File: config.mk
export PLATFORM = sky130hd
export DESIGN_NAME = fp_mul_nr_pipe
export DESIGN_NICKNAME = d
export VERILOG_FILES = /design/src/rtl/fp_pkg.sv /design/src/rtl/fp_mul_round.sv /design/src/rtl/fp_mul_nr_pipe.sv
export SDC_FILE = /design/constraint.sdc
export NUM_CORES = 2
export LEC_CHECK = 0
export BUFFER_PORTS_ARGS = -buffer_cell sky130_fd_sc_hd__buf_2
export CAP_MARGIN = 20
export CORE_UTILIZATION = 50
export CTS_CLUSTER_DIAMETER = 40
export CTS_CLUSTER_SIZE = 16
export DETAILED_ROUTE_END_ITERATION = 12
export PLACE_DENSITY = 0.78
export SYNTH_ARGS = -nofsm -noshare
export SYNTH_HDL_FRONTEND = slang
export SYNTH_HIERARCHICAL = 1
export SYNTH_SLANG_ARGS = --single-unit
export TNS_END_PERCENT = 50
File: constraint.sdc
create_clock -name clk -period 17.3 [get_ports clk]
set_input_delay 2.595 -clock clk [delete_from_list [all_inputs] [get_ports clk]]
set_output_delay 2.595 -clock clk [all_outputs]
set_load 0.02 [all_outputs]
File: src/rtl/fp_pkg.sv
// Shared field widths, constants and the unpacked-operand type for the
// unsigned single-precision multiplier.
package fp_pkg;

    localparam int EXP_W   = 8;
    localparam int MAN_W   = 23;
    localparam int BIAS    = 127;
    localparam int EXP_MAX = 255;

    localparam logic [EXP_W+MAN_W-1:0] FP_INF = 31'h7F800000;

    typedef struct packed {
        logic [EXP_W-1:0] exp;
        logic [MAN_W:0]   mant;       // hidden bit included
        logic             is_zero;    // zero or denormal, flushed
        logic             is_special; // Inf or NaN
    } fp_unpacked_t;

    function automatic fp_unpacked_t fp_unpack(input logic [EXP_W+MAN_W-1:0] x);
        fp_unpacked_t f;
        f.exp        = x[EXP_W+MAN_W-1:MAN_W];
        f.is_zero    = (f.exp == '0);
        f.is_special = (f.exp == EXP_W'(EXP_MAX));
        f.mant       = {~f.is_zero, x[MAN_W-1:0]};
        return f;
    endfunction

endpackage

File: src/rtl/fp_mul_round.sv
// Normalize, round and pack a 48-bit mantissa product.
// FP_MUL_RNE_EN selects round-to-nearest-even; otherwise the result truncates.
module fp_mul_round
    import fp_pkg::*;
(
    input  logic [47:0]       prod,
    input  logic signed [9:0] exp_in,
    input  logic              is_zero,
    input  logic              is_special,
    output logic [30:0]       result,
    output logic              err
);

    logic              hi;
    logic [MAN_W-1:0]  mant_n;
    logic              guard;
    logic              sticky;
    logic              inc;
    logic [24:0]       sig;
    logic signed [9:0] exp_n;
    logic signed [9:0] exp_r;
    logic [MAN_W-1:0]  mant_r;

    assign hi     = prod[47];
    assign mant_n = hi ? prod[46:24] : prod[45:23];
    assign guard  = hi ? prod[23] : prod[22];
    assign sticky = hi ? (|prod[22:0]) : (|prod[21:0]);
    assign exp_n  = exp_in + (hi ? 10'sd1 : 10'sd0);

`ifdef FP_MUL_RNE_EN
    assign inc = guard & (sticky | mant_n[0]);
`else
    logic round_bits_unused;
    assign round_bits_unused = guard | sticky;
    assign inc = 1'b0;
`endif

    // Rounding carry out of the 24-bit significand bumps the exponent again.
    assign sig    = {2'b01, mant_n} + {24'd0, inc};
    assign exp_r  = sig[24] ? exp_n + 10'sd1 : exp_n;
    assign mant_r = sig[24] ? '0 : sig[22:0];

    always_comb begin
        result = '0;
        err    = 1'b0;
        if (is_special) begin
            result = FP_INF;
            err    = 1'b1;
        end else if (is_zero) begin
            result = '0;
        end else if (exp_r >= 10'sd255) begin
            result = FP_INF;
            err    = 1'b1;
        end else if (exp_r <= 10'sd0) begin
            result = '0;
        end else begin
            result = {exp_r[EXP_W-1:0], mant_r};
        end
    end

endmodule

File: src/rtl/fp_mul_nr_pipe.sv
// Pipelined unsigned single-precision multiplier: input capture, unpack,
// multiply, round/pack. Rounding mode selected by FP_MUL_RNE_EN.
module fp_mul_nr_pipe
    import fp_pkg::*;
#(
    parameter int PASS_W = 31
) (
    input  logic              clk,
    input  logic              rst,
    input  logic              valid,
    input  logic [30:0]       a_in,
    input  logic [30:0]       b_in,
    input  logic [PASS_W-1:0] pass_in,
    input  logic              error_in,
    output logic [30:0]       float_out,
    output logic [PASS_W-1:0] pass_out,
    output logic              ready,
    output logic              error_out
);

    logic v0_reg, v1_reg, v2_reg;

    logic [30:0]       op0_reg [2];
    logic [PASS_W-1:0] pass0_reg, pass1_reg, pass2_reg;
    logic              err0_reg, err1_reg, err2_reg;

    fp_unpacked_t      unp [2];
    logic signed [9:0] exp_sum;
    logic signed [9:0] exp1_reg, exp2_reg;
    logic [MAN_W:0]    ma1_reg, mb1_reg;
    logic              zero1_reg, zero2_reg;
    logic              spec1_reg, spec2_reg;
    logic [47:0]       prod2_reg;

    logic [30:0]       round_res;
    logic              round_err;

    logic [30:0]       float_out_reg;
    logic [PASS_W-1:0] pass_out_reg;
    logic              error_out_reg;
    logic              ready_reg;

    always_ff @(posedge clk or negedge rst) begin
        if (!rst) begin
            v0_reg        <= 1'b0;
            v1_reg        <= 1'b0;
            v2_reg        <= 1'b0;
            ready_reg     <= 1'b0;
            float_out_reg <= '0;
            pass_out_reg  <= '0;
            error_out_reg <= 1'b0;
        end else begin
            v0_reg    <= valid;
            v1_reg    <= v0_reg;
            v2_reg    <= v1_reg;
            ready_reg <= v2_reg;
            if (v2_reg) begin
                float_out_reg <= round_res;
                pass_out_reg  <= pass2_reg;
                error_out_reg <= err2_reg | round_err;
            end
        end
    end

    genvar gi;
    generate
        for (gi = 0; gi < 2; gi++) begin : g_operand
            always_ff @(posedge clk) begin
                if (valid)
                    op0_reg[gi] <= (gi == 0) ? a_in : b_in;
            end
            assign unp[gi] = fp_unpack(op0_reg[gi]);
        end
    endgenerate

    always_ff @(posedge clk) begin
        if (valid) begin
            pass0_reg <= pass_in;
            err0_reg  <= error_in;
        end
    end

    assign exp_sum = $signed({2'b00, unp[0].exp}) + $signed({2'b00, unp[1].exp})
                   - $signed(10'(BIAS));

    always_ff @(posedge clk) begin
        if (v0_reg) begin
            exp1_reg  <= exp_sum;
            ma1_reg   <= unp[0].mant;
            mb1_reg   <= unp[1].mant;
            zero1_reg <= unp[0].is_zero | unp[1].is_zero;
            spec1_reg <= unp[0].is_special | unp[1].is_special;
            pass1_reg <= pass0_reg;
            err1_reg  <= err0_reg;
        end
    end

    always_ff @(posedge clk) begin
        if (v1_reg) begin
            prod2_reg <= 48'(ma1_reg) * 48'(mb1_reg);
            exp2_reg  <= exp1_reg;
            zero2_reg <= zero1_reg;
            spec2_reg <= spec1_reg;
            pass2_reg <= pass1_reg;
            err2_reg  <= err1_reg;
        end
    end

    fp_mul_round u_round (
        .prod       (prod2_reg),
        .exp_in     (exp2_reg),
        .is_zero    (zero2_reg),
        .is_special (spec2_reg),
        .result     (round_res),
        .err        (round_err)
    );

    assign float_out = float_out_reg;
    assign pass_out  = pass_out_reg;
    assign error_out = error_out_reg;
    assign ready     = ready_reg;

endmodule

==> metrics list <==
- The tool flagged a number of max-cap violations equal to 0.
- Post-DP HPWL: 52980 µm
- Setup violations remaining at the end of the flow were counted as 0.
* Number of gates resized after cts: 0
* Filler instances: 4934
- Most numerous cell on the critical path: sky130_fd_sc_hd__fa_1
- Setup repair after global routing left no endpoint under its margin.
* Area Overhead vs Synth: 10.19%
- The worst pin sits at a relative slew slack of 19.58%.
- The final count of hold timing violations was 0.
* Source of the worst hold timing path: pass0_reg[29]$_DFFE_PP_
* Initial antenna violation count: 4
- On the critical path, the stage with the largest delay is an instance of sky130_fd_sc_hd__edfxtp_1.
- Cells fill 56.09% of the core in the end.
- For this run, the post-layout net count is roughly 3600.
- In this run the critical register-to-register path is captured at prod2_reg[47]$_DFFE_PP_.
- The worst register-to-register path begins at ma1_reg[20]$_DFFE_PP_.
- Maximum number of pins on one net before global-route repair: between 60 and 70
- The worst setup path is captured at a flop.
- For this run, the slowest stage of the critical path takes between 1 and 1.5 ns.
* Worst Hold Path Cells: 0
- For this run, design rule violations remaining after detail routing come to 0.
- The final layout contains routed wiring with a total length of 72460 µm.
* Vias/cell: approximately 5.5
- Port Buf Inserts: between 150 and 200
- Averaged over all synthesized cells, the footprint is roughly 11 µm².
- The total overflow left after global routing is 0.
* Number of buffers inserted for hold repair after clock tree synthesis: 0
* Num CTS Buffers: between 40 and 50
- The worst hold path belongs to the class reg -> reg.
- Number of levels the H-tree was split into: 2
- The first global-routing pass estimated 115600 µm of wire.
- Number of instances in the synthesized netlist: about 2700
* Largest buffer count on any clock path: 3
- Of all nets on the critical path, the largest fanout is 24.
- Nets in the synthesized netlist: roughly 3500
* Actual transition at the worst max-transition pin: about 1.2 ns
* Average detailed-routed wire length per instance: 20.00 µm
* Worst setup startpoint: ma1_reg[20]$_DFFE_PP_
* Clk root buf: sky130_fd_sc_hd__clkbuf_16
- TritonCTS built the clock tree.
* Remaining antenna violation count after routing: 0
* Number of placement rows: 89
* Clock period minus worst slack: approximately 8.0 ns
- Hold Path Sink: pass1_reg[29]$_DFFE_PP_
- The clock drives between 300 and 400 sinks.
- The detailed router finished its first iteration with between 1500 and 2000 violations.
* Synth Cell Area: 30270 µm²
* Die Wd: between 200 and 250 µm
* Floorplan core area: between 50000 and 60000 µm²
* Post-CTS setup buffer count: 0
* Vias in the first global route: 21760
- Among cell families on the critical path, the largest total delay comes from adder cells.
* Worst setup path category: reg -> reg
- The routed layout has ~20000 vias.
* Clock latency at the later pin of the worst-skew pair: around 0.60 ns
* Global-route total usage across every layer: between 20% and 30%
- Cells traversed along the worst timing path: nand2_1 > fa_1 > inv_1 > fa_1 > inv_1 > fa_1 > inv_1 > fa_1 > fa_1 > fa_1 > inv_1 > fa_1 > inv_1 > ha_1 > nand2_1 > or4_1 > nor3_1 > a31oi_1 > or4_1 > o21ai_1 > a31oi_1 > xnor2_1
- Length of the first detailed-routing pass in iterations: 6
* Final worst path period share: 46.35%
* Final weighted congestion in routability-driven placement: 0.9371
- For this run, the number of Yosys warnings is 6.
- STA classifies the critical path startpoint as a flop.
- The die is 248.0 µm tall.
- ~160 I/O pins were placed.
- Number of cells on the worst reg-to-reg path: 22
- Setup_tns: 0 ns
- At the worst endpoint, the required time is between 15 and 20 ns.
- Clock skew on the completed layout was measured at roughly 0.038 ns.
* Status: finished, final reports clean
* Max FFs per register: a little over 60
* Crit path buf inv count: 5
- Starting density of the core: about half
- Share of final-layout standard cells stronger than drive strength 1: 12.60%
- At the worst endpoint, the arrival time is between 8 and 9 ns.
* Max-slew violation count: 0
- Clock slew at reported path FFs: 0.06 ns
- The die covers 61520 µm².
* Worst R2R Setup Slack: 9.28 ns
- Highest achievable clock rate: 124.7 MHz
-- cell type report --
type / instances / area (µm²) / area share, %
multi-input cells: 1695 / 18290 / 54.83
flip-flops and latches: 322 / 9340 / 28.01
inverters: 570 / 2140 / 6.415
clock buffers: 47 / 1132 / 3.395
repair buffers: 182 / 1086 / 3.256
well taps: 773 / 967.2 / 2.900
clock inverters: 33 / 394.1 / 1.182
diodes: 2 / 5.005 / 0.01501
-- routing by layer --
metal	GRT usage (%)	wire length [µm]	vias up
li1	-	-	8633
met1	32.21	28940	9985
met2	39.72	33860	1011
met3	5.538	7239	198
met4	8.860	2384	6
met5	0	46	-
-- worst max-delay path by stage --
stage	slack, ns	to	depth (start not counted)
2_1_floorplan	10.54	prod2_reg[46]$_DFFE_PP_	25
3_3_place_gp	9.54	prod2_reg[47]$_DFFE_PP_	21
3_5_place_dp	9.48	prod2_reg[47]$_DFFE_PP_	21
4_1_cts	9.38	prod2_reg[47]$_DFFE_PP_	21
5_1_grt	9.09	prod2_reg[47]$_DFFE_PP_	22
6_report	9.28	prod2_reg[47]$_DFFE_PP_	22
-- metrics by stage --
| stage | area (µm²) | worst slack, ns | std cells | hold WS, ns |
|---|---|---|---|---|
| 6_report | 33350 | 9.281 | 3624 | 0.3892 |
| 5_1_grt | 33350 | 9.095 | 3623 | 0.3932 |
| 4_1_cts | 33180 | 9.384 | 3614 | 0.3814 |
| 3_5_place_dp | 31650 | 9.478 | 3534 | 0.4045 |
| 3_3_place_gp | 31630 | 9.539 | 3533 | 0.4006 |
| 2_1_floorplan | 30270 | 10.54 | 2713 | 0.3519 |
-- placed cells by master (no fill, tap or decap), types with 62 or more instances in the layout --
cell type	n
sky130_fd_sc_hd__nand2_1	321
sky130_fd_sc_hd__mux2_2	62
sky130_fd_sc_hd__buf_2	159
sky130_fd_sc_hd__dfrtp_1	64
sky130_fd_sc_hd__inv_1	569
sky130_fd_sc_hd__ha_1	191
sky130_fd_sc_hd__and2_1	297
sky130_fd_sc_hd__edfxtp_1	255
sky130_fd_sc_hd__fa_1	483
Power is left out: the tool's default activity adds up to more than one toggle a clock period on the data nets, which glitch-free logic cannot reach.
